**src/rtl/cla_pipe_adder.sv**
```systemverilog
// cla_pipe_adder
//   Pipelined WIDTH-bit adder/subtractor. The operand is cut into SEGS equal
//   segments. Each segment is resolved by a GROUP-bit lookahead tree in its
//   own pipeline stage, and the carry is handed to the next stage through a
//   register. Operands above the current segment travel forward (skew), and
//   finished low sum slices travel forward (deskew), so a beat's slices all
//   exit together after SEGS cycles.
// Ports
//   i_clk, i_rst_n      : clock (rising edge), async active-low reset
//   i_valid / o_ready   : operand handshake
//   i_add1, i_add2      : operands A, B
//   i_cin               : carry-in (add mode only)
//   i_sub               : 1 = A - B (B inverted, carry-in forced to 1)
//   o_valid / i_ready   : result handshake
//   o_result            : {carry_out, sum}
//   o_ovf               : signed overflow (carry into MSB ^ carry out)
module cla_pipe_adder #(
  parameter int WIDTH = 52,
  parameter int SEGS  = 4,
  parameter int GROUP = 4
) (
  input  logic             i_clk,
  input  logic             i_rst_n,
  input  logic             i_valid,
  output logic             o_ready,
  input  logic [WIDTH-1:0] i_add1,
  input  logic [WIDTH-1:0] i_add2,
  input  logic             i_cin,
  input  logic             i_sub,
  output logic             o_valid,
  input  logic             i_ready,
  output logic [WIDTH:0]   o_result,
  output logic             o_ovf
);

  localparam int unsigned SEG_W = WIDTH / SEGS;
  localparam int unsigned NGRP  = (SEG_W + GROUP - 1) / GROUP;
  localparam int unsigned LAST  = SEGS - 1;

  if (WIDTH % SEGS != 0) begin : g_bad_width
    $error("cla_pipe_adder: WIDTH must be divisible by SEGS");
  end
  if (SEGS < 1 || SEGS > 8) begin : g_bad_segs
    $error("cla_pipe_adder: SEGS must be in 1..8");
  end
  if (GROUP < 1) begin : g_bad_group
    $error("cla_pipe_adder: GROUP must be at least 1");
  end

  typedef struct packed {
    logic [SEG_W-1:0] sum;
    logic             cout;
    logic             cmsb;   // carry into the segment's top bit
  } seg_res_t;

  // Lookahead over one segment. Group generate/propagate produce each
  // group's carry-out; the last group may be narrower than GROUP.
  function automatic seg_res_t cla_seg(input logic [SEG_W-1:0] a,
                                       input logic [SEG_W-1:0] b,
                                       input logic             cin);
    logic [SEG_W-1:0] g;
    logic [SEG_W-1:0] p;
    logic [SEG_W:0]   c;
    logic             gg;
    logic             gp;
    logic             gc;
    int unsigned      idx;
    seg_res_t         r;
    g  = a & b;
    p  = a ^ b;
    c  = '0;
    gc = cin;
    for (int unsigned grp = 0; grp < NGRP; grp++) begin
      gg = 1'b0;
      gp = 1'b1;
      c[grp*GROUP] = gc;
      for (int unsigned j = 0; j < GROUP; j++) begin
        idx = grp * GROUP + j;
        if (idx < SEG_W) begin
          c[idx+1] = g[idx] | (p[idx] & c[idx]);
          gg       = g[idx] | (p[idx] & gg);
          gp       = gp & p[idx];
        end
      end
      gc = gg | (gp & gc);
    end
    c[SEG_W] = gc;
    r.sum    = p ^ c[SEG_W-1:0];
    r.cout   = c[SEG_W];
    r.cmsb   = c[SEG_W-1];
    return r;
  endfunction

  // Stage registers
  logic             v_q   [SEGS];
  logic             v_d   [SEGS];
  logic [WIDTH-1:0] a_q   [SEGS];
  logic [WIDTH-1:0] a_d   [SEGS];
  logic [WIDTH-1:0] b_q   [SEGS];
  logic [WIDTH-1:0] b_d   [SEGS];
  logic [WIDTH-1:0] sum_q [SEGS];
  logic [WIDTH-1:0] sum_d [SEGS];
  logic             c_q   [SEGS];
  logic             c_d   [SEGS];
  logic             ovf_q;
  logic             ovf_d;

  // Stage inputs: stage 0 sees the ports, stage k sees stage k-1 registers
  logic             in_v [SEGS];
  logic [WIDTH-1:0] in_a [SEGS];
  logic [WIDTH-1:0] in_b [SEGS];
  logic [WIDTH-1:0] in_s [SEGS];
  logic             in_c [SEGS];

  logic adv;

  assign o_valid  = v_q[LAST];
  assign o_ready  = !v_q[LAST] || i_ready;
  assign adv      = o_ready;
  assign o_result = {c_q[LAST], sum_q[LAST]};
  assign o_ovf    = ovf_q;

  always_comb begin
    in_v[0] = i_valid;
    in_a[0] = i_add1;
    in_b[0] = i_sub ? ~i_add2 : i_add2;
    in_s[0] = '0;
    in_c[0] = i_sub | i_cin;
    for (int unsigned k = 1; k < SEGS; k++) begin
      in_v[k] = v_q[k-1];
      in_a[k] = a_q[k-1];
      in_b[k] = b_q[k-1];
      in_s[k] = sum_q[k-1];
      in_c[k] = c_q[k-1];
    end
  end

  // Data registers load only when a valid beat moves in, so the output
  // holds the last result across bubbles instead of clearing.
  always_comb begin
    seg_res_t seg;
    ovf_d = ovf_q;
    for (int unsigned k = 0; k < SEGS; k++) begin
      seg      = cla_seg(in_a[k][k*SEG_W +: SEG_W], in_b[k][k*SEG_W +: SEG_W], in_c[k]);
      v_d[k]   = adv ? in_v[k] : v_q[k];
      a_d[k]   = a_q[k];
      b_d[k]   = b_q[k];
      sum_d[k] = sum_q[k];
      c_d[k]   = c_q[k];
      if (adv && in_v[k]) begin
        a_d[k]                      = in_a[k];
        b_d[k]                      = in_b[k];
        sum_d[k]                    = in_s[k];
        sum_d[k][k*SEG_W +: SEG_W]  = seg.sum;
        c_d[k]                      = seg.cout;
        if (k == LAST) begin
          ovf_d = seg.cmsb ^ seg.cout;
        end
      end
    end
  end

  always_ff @(posedge i_clk or negedge i_rst_n) begin
    if (!i_rst_n) begin
      for (int unsigned k = 0; k < SEGS; k++) begin
        v_q[k]   <= 1'b0;
        a_q[k]   <= '0;
        b_q[k]   <= '0;
        sum_q[k] <= '0;
        c_q[k]   <= 1'b0;
      end
      ovf_q <= 1'b0;
    end else begin
      for (int unsigned k = 0; k < SEGS; k++) begin
        v_q[k]   <= v_d[k];
        a_q[k]   <= a_d[k];
        b_q[k]   <= b_d[k];
        sum_q[k] <= sum_d[k];
        c_q[k]   <= c_d[k];
      end
      ovf_q <= ovf_d;
    end
  end

endmodule

```
**config.mk**
```make
export PLATFORM = sky130hd
export DESIGN_NAME = cla_pipe_adder
export DESIGN_NICKNAME = d
export VERILOG_FILES = /design/src/rtl/cla_pipe_adder.sv
export SDC_FILE = /design/constraint.sdc
export NUM_CORES = 1
export LEC_CHECK = 0
export BUFFER_PORTS_ARGS = -buffer_cell sky130_fd_sc_hd__clkbuf_2
export CAP_MARGIN = 25
export CORE_MARGIN = 2
export CORE_UTILIZATION = 50
export CTS_CLUSTER_SIZE = 10
export DETAILED_ROUTE_END_ITERATION = 10
export PLACE_DENSITY = 0.73
export SYNTH_ARGS = -nofsm -noshare
export SYNTH_HDL_FRONTEND = slang
export SYNTH_SLANG_ARGS = --single-unit
```
**constraint.sdc**
```tcl
create_clock -name i_clk -period 3.3 [get_ports i_clk]
set_clock_uncertainty 0.2 [all_clocks]
set_input_delay 0.165 -clock i_clk [delete_from_list [all_inputs] [get_ports i_clk]]
set_output_delay 0.165 -clock i_clk [all_outputs]
set_load 0.02 [all_outputs]
```
* Yosys cells after proc, flatten, opt, wreduce, memory -nomap -nowiden
Cells that the tools add are included.
** Word-level totals
- Register bits after elaboration :: 451
- Input bits :: 110
** Operators by class
- Bitwise operators :: 227
- Mux-type cells :: 1
- Reduce and logical (&&, ||, !) cells :: 6
** Operator list (number)
- $and 1x1->1 :: 124
- $xor 13x13->13 :: 8
- $or 1x1->1 :: 89
- $and 13x13->13 :: 4
- $mux 52 :: 1
- $not 52->52 :: 1
- $logic_and 1x1->1 :: 4
- $logic_not 1->1 :: 1
- $logic_or 1x1->1 :: 1
- $xor 1x1->1 :: 1

* Longest topological paths before layout
- Word-level depth :: 19
- Gate-level depth with buffers :: 14
- Gate-level depth less buffers :: 12

* Least setup slack after synthesis
OpenSTA, ideal clock, no wires.
- Path kind :: input -> register
- From :: in i_sub
- To :: reg sum_q, in the netlist in_s[115]
- Cell stages on the path :: 13
- Setup slack :: 0.060 ns
- Required time :: 3.017 ns
- Data arrival time :: 2.958 ns
- Path through :: buf_6 buf_2 xor2_1 ha_1 o21a_1 o21a_1 o2111ai_1 a31o_2 fa_1 fa_1 fa_1 xor2_1 o21ai_0
** On the way
- Word-level cells in the longest chain between the ends :: 18
- Elaborated cells on any way between the ends :: 33
- Classes of those cells :: mux: 1; bitwise: 32
** Ends and longest elaborated chain
- start, declared :: RTL line 29 : input logic i_sub,
- $mux 52 :: RTL line 126 : in_b[0] = i_sub ? ~i_add2 : i_add2;
- $xor 13x13->13 / $and 13x13->13 (equally long branches) :: RTL line 70, 69
- $and 1x1->1 :: RTL line 81 : gg = g[idx] | (p[idx] & gg);
- $or 1x1->1 :: RTL line 81
- $and 1x1->1 :: RTL line 81
- $or 1x1->1 :: RTL line 81
- $and 1x1->1 :: RTL line 81
- $or 1x1->1 :: RTL line 81
- [... 2 more ...]
- $or 1x1->1 :: RTL line 85 : gc = gg | (gp & gc);
- $and 1x1->1 :: RTL line 80 : c[idx+1] = g[idx] | (p[idx] & c[idx]);
- $or 1x1->1 :: RTL line 80
- $and 1x1->1 :: RTL line 80
- $or 1x1->1 :: RTL line 80
- $and 1x1->1 :: RTL line 80
- $or 1x1->1 :: RTL line 80
- $xor 13x13->13 (*) :: RTL line 88 : r.sum = p ^ c[SEG_W-1:0];
- end signal, assigned by index :: RTL line 178 : sum_q[k] <= sum_d[k];
- end, declared :: RTL line 101 : logic [WIDTH-1:0] sum_q [SEGS];
Every way passes the cells marked *; elsewhere a longest branch is shown, timed or not.
A chain may end at the register's enable or synchronous reset.

* Worst setup path in the final report
- From :: reg a_q[169] in the netlist's numbering
- To :: reg sum_q, in the netlist in_s[75]
** On the way
- Word-level cells in the longest chain between the ends :: 15
- Elaborated cells on any way between the ends :: 20
- Classes of those cells :: bitwise: 20
** Ends and longest elaborated chain
- start, declared :: RTL line 97 : logic [WIDTH-1:0] a_q [SEGS];
- start signal, assigned by index :: RTL line 176 : a_q[k] <= a_d[k];
- $and 13x13->13 :: RTL line 69 : g = a & b;
- $and 1x1->1 :: RTL line 81
- $or 1x1->1 :: RTL line 81
- $and 1x1->1 :: RTL line 81
- $or 1x1->1 :: RTL line 81
- $and 1x1->1 :: RTL line 81
- $or 1x1->1 :: RTL line 81
- $or 1x1->1 (*) :: RTL line 85
- $and 1x1->1 (*) :: RTL line 85
- $or 1x1->1 (*) :: RTL line 85
- $and 1x1->1 (*) :: RTL line 80
- $or 1x1->1 (*) :: RTL line 80
- $and 1x1->1 (*) :: RTL line 80
- $or 1x1->1 (*) :: RTL line 80
- $xor 13x13->13 (*) :: RTL line 88
Marks and branches as above.

==> reports/results.ini <==
[sta]
drv_slew=0
report.final.setup_viol=0
period_share=0.9665
finalWorstPathRequiredPeriod_ns=3.189
timing.hold.ws_ns=0.02210
final-hold-violation-count=0
timing.fmax_ghz=0.3135
worst_pin_slew_ns=0.8417
rsz0062_at_grt=no
max_slew_margin=0.4389
setup_slack_ns=0.1106

[setup_path]
worstSetupStartpoint=a_q[169]
r2r-start=a_q[169]
crit_fanout=2
cp.required_ns=3.48
cp-start-kind=register
reg2reg_slack_ns=0.11
endpoint_kind=register
arrival_ns=3.37
worstSetupPathType=reg -> reg

[placed_design]
dp_cells=1464
place_hpwl_mm=16.66
gp_congestion=0.8070
placedInstanceArea_um2=14650
dpl_worst_slack_ns=-0.08004
io_buffers=165

[hold_path]
hp-class=in -> reg
min_from=i_add2[9]

[power_and_ir_drop]
p_leak_nw=7.791
p_per_area_nw_per_um2=937.1
power_w=0.01561
irDropWorstVdd_mv=0.5334

[run_status]
outcome=finished clean

[final_layout]
fin_cells=1610
final_common_cell=dfrtp_1
area_growth_pct=23.83
final_area_um2=16660
final_cell_mix=dfrtp_1 (295), mux2_2 (222), clkbuf_2 (163), dlygate4sd3_1 (99), nand2_1 (81)
drive_gt1_frac=0.3612
fillers=2023
finalNetCount=1458

[die]
ioPinCount=166
die_w_um=168.0
coreArea_um2=26650
die_h_um=168.0
start_util=0.5048
rows=60
dieArea_um2=28230

[yosys]
synth_adder_area_share=0.1042
synth_cells=983
ys.flop_type=dfrtp_1
async_flop_share=1.000
synthTopCellsByArea=dfrtp_1 (55%), mux2_2 (19%), fa_1 (6.0%), ha_1 (4.5%), xnor2_1 (3.1%)
yosysUniqueCellTypes=35
synth_nets=1181
synth-xor-area-share=0.04167
yosys.area_share.simple=0.03720
synth_compound_area_frac=0.04864
synth_mux_area_frac=0.1858
yosysTopAreaCell=dfrtp_1
yosysSeqAreaShare=0.5487
syn_area_um2=13450
synth_top_family_by_area=multiplexers
syn_avg_cell_area_um2=13.69
ys_seq_elements=295
yosysWarnings=0
synth_edf_count=0
synth_top_area_share=0.5487

[global_route]
grt_pass1_wl_mm=43.53
grt_pass1_vias=8819
gr-total-overflow=0
antenna_found_initial=1
track_usage=0.1922
grt_max_degree=144

[clock_network]
numCtsBuffers=36
post_cts_buffers=0
cts_tree=built
clock_path_buffers=3
clk_pin_slew_ns=0.05
clk_latency_ns=0.50
htreeDepth=2
cts_root_buffer=clkbuf_16
cts_sinks=295

[drt]
first_pass_iters=4
drc=0
wire_per_inst_um=16.01
antenna_left=0
routed_wirelength_mm=25.77
vias=8221
drt-initial-drc-count=305
drt-vias-per-instance=5.106

[run]
cap_violations=0

layout make-up:
type	count	area [um2]	area share
tap	341	426.7	0.02561
clock buffer	45	996.0	0.05979
inverter	37	143.9	0.008638
clock inverter	1	5.005	0.0003004
timing repair buffer	283	2059	0.1236
sequential	295	7382	0.4431
antenna	1	2.502	0.0001502
multi-input combinational	607	5643	0.3387
per-stage QoR:
step	utilization	TNS, ns
3_5_place_dp	0.5498	-0.1155
2_1_floorplan	-	0
5_1_grt	0.6250	0
4_1_cts	0.6247	0
6_report	0.6251	0
3_3_place_gp	0.5498	-0.03711
registers in the layout, summed over array words and instances (netlist names):
| register | flops |
|---|---|
| c_q | 3 |
| in_v | 3 |
| o_result | 53 |
| a_q | 78 |
| b_q | 78 |
| o_valid | 1 |
| in_s | 78 |
| o_ovf | 1 |
per-layer routing:
layer,up-vias,GRT usage,routed length [um],share of wire
met5,-,0,0,0
met4,0,0.05822,699,0.027
met3,52,0.03808,1011,0.039
met2,154,0.3248,12310,0.48
met1,4099,0.2528,11740,0.46
li1,3916,-,-,-
synthesized netlist by cell type (all sizes together), types with 3 or more instances:
library cell	count
nand2	85
ha	48
nor3	3
nor2	10
fa	40
dfrtp	295
clkbuf	5
inv	37
xnor2	47
o2111ai	3
buf	39
nand4	3
o21ai	78
a21oi	17
mux2	222
xor2	17
nand2b	4
nand3	5
a21o	13
path summary, 6_finish.rpt:
path	end	cells past startpoint
max	in_s[75]	9
min	in_s[113]	5
max reg2reg	in_s[75]	9
min reg2reg	in_s[108]	2
max in group asynchronous	o_result[42]	3
min in group asynchronous	b_q[179]	2
timing repair:
action	4_1_cts	5_1_grt
hold buffers	99	0
endpoints found under the setup margin	2	8
hold endpoints to repair	185	0
gates resized for setup	1	5
pin swaps	0	1
worst max-delay path, stage by stage (launching register included):
cell and delay, ns:
dfrtp_1 0.38, ha_1 0.29, a21o_1 0.16, a21o_1 0.21
a211oi_2 0.25, o21ai_1 0.13, fa_1 0.39, fa_1 0.39
fa_1 0.43, mux2_2 0.26
cells by family (layout without fill, tap and decap cells):
family	after synthesis	count (layout)
AOI/OAI and AO/OA	118	118
other	0	1
adders and majority gates	88	88
DFF	295	295
buffers and inverters	81	366
muxes	222	222
xor gates and xnor gates	64	64
and+or+nand+nor	115	115
power by group:
group | internal [W] | switching (W)
clock | 0.00208 | 0.00137
combinational | 0.00308 | 0.00280
sequential | 0.00527 | 0.00102
total | 0.0104 | 0.00518
Note: power is estimated with default switching activity, not from simulation.
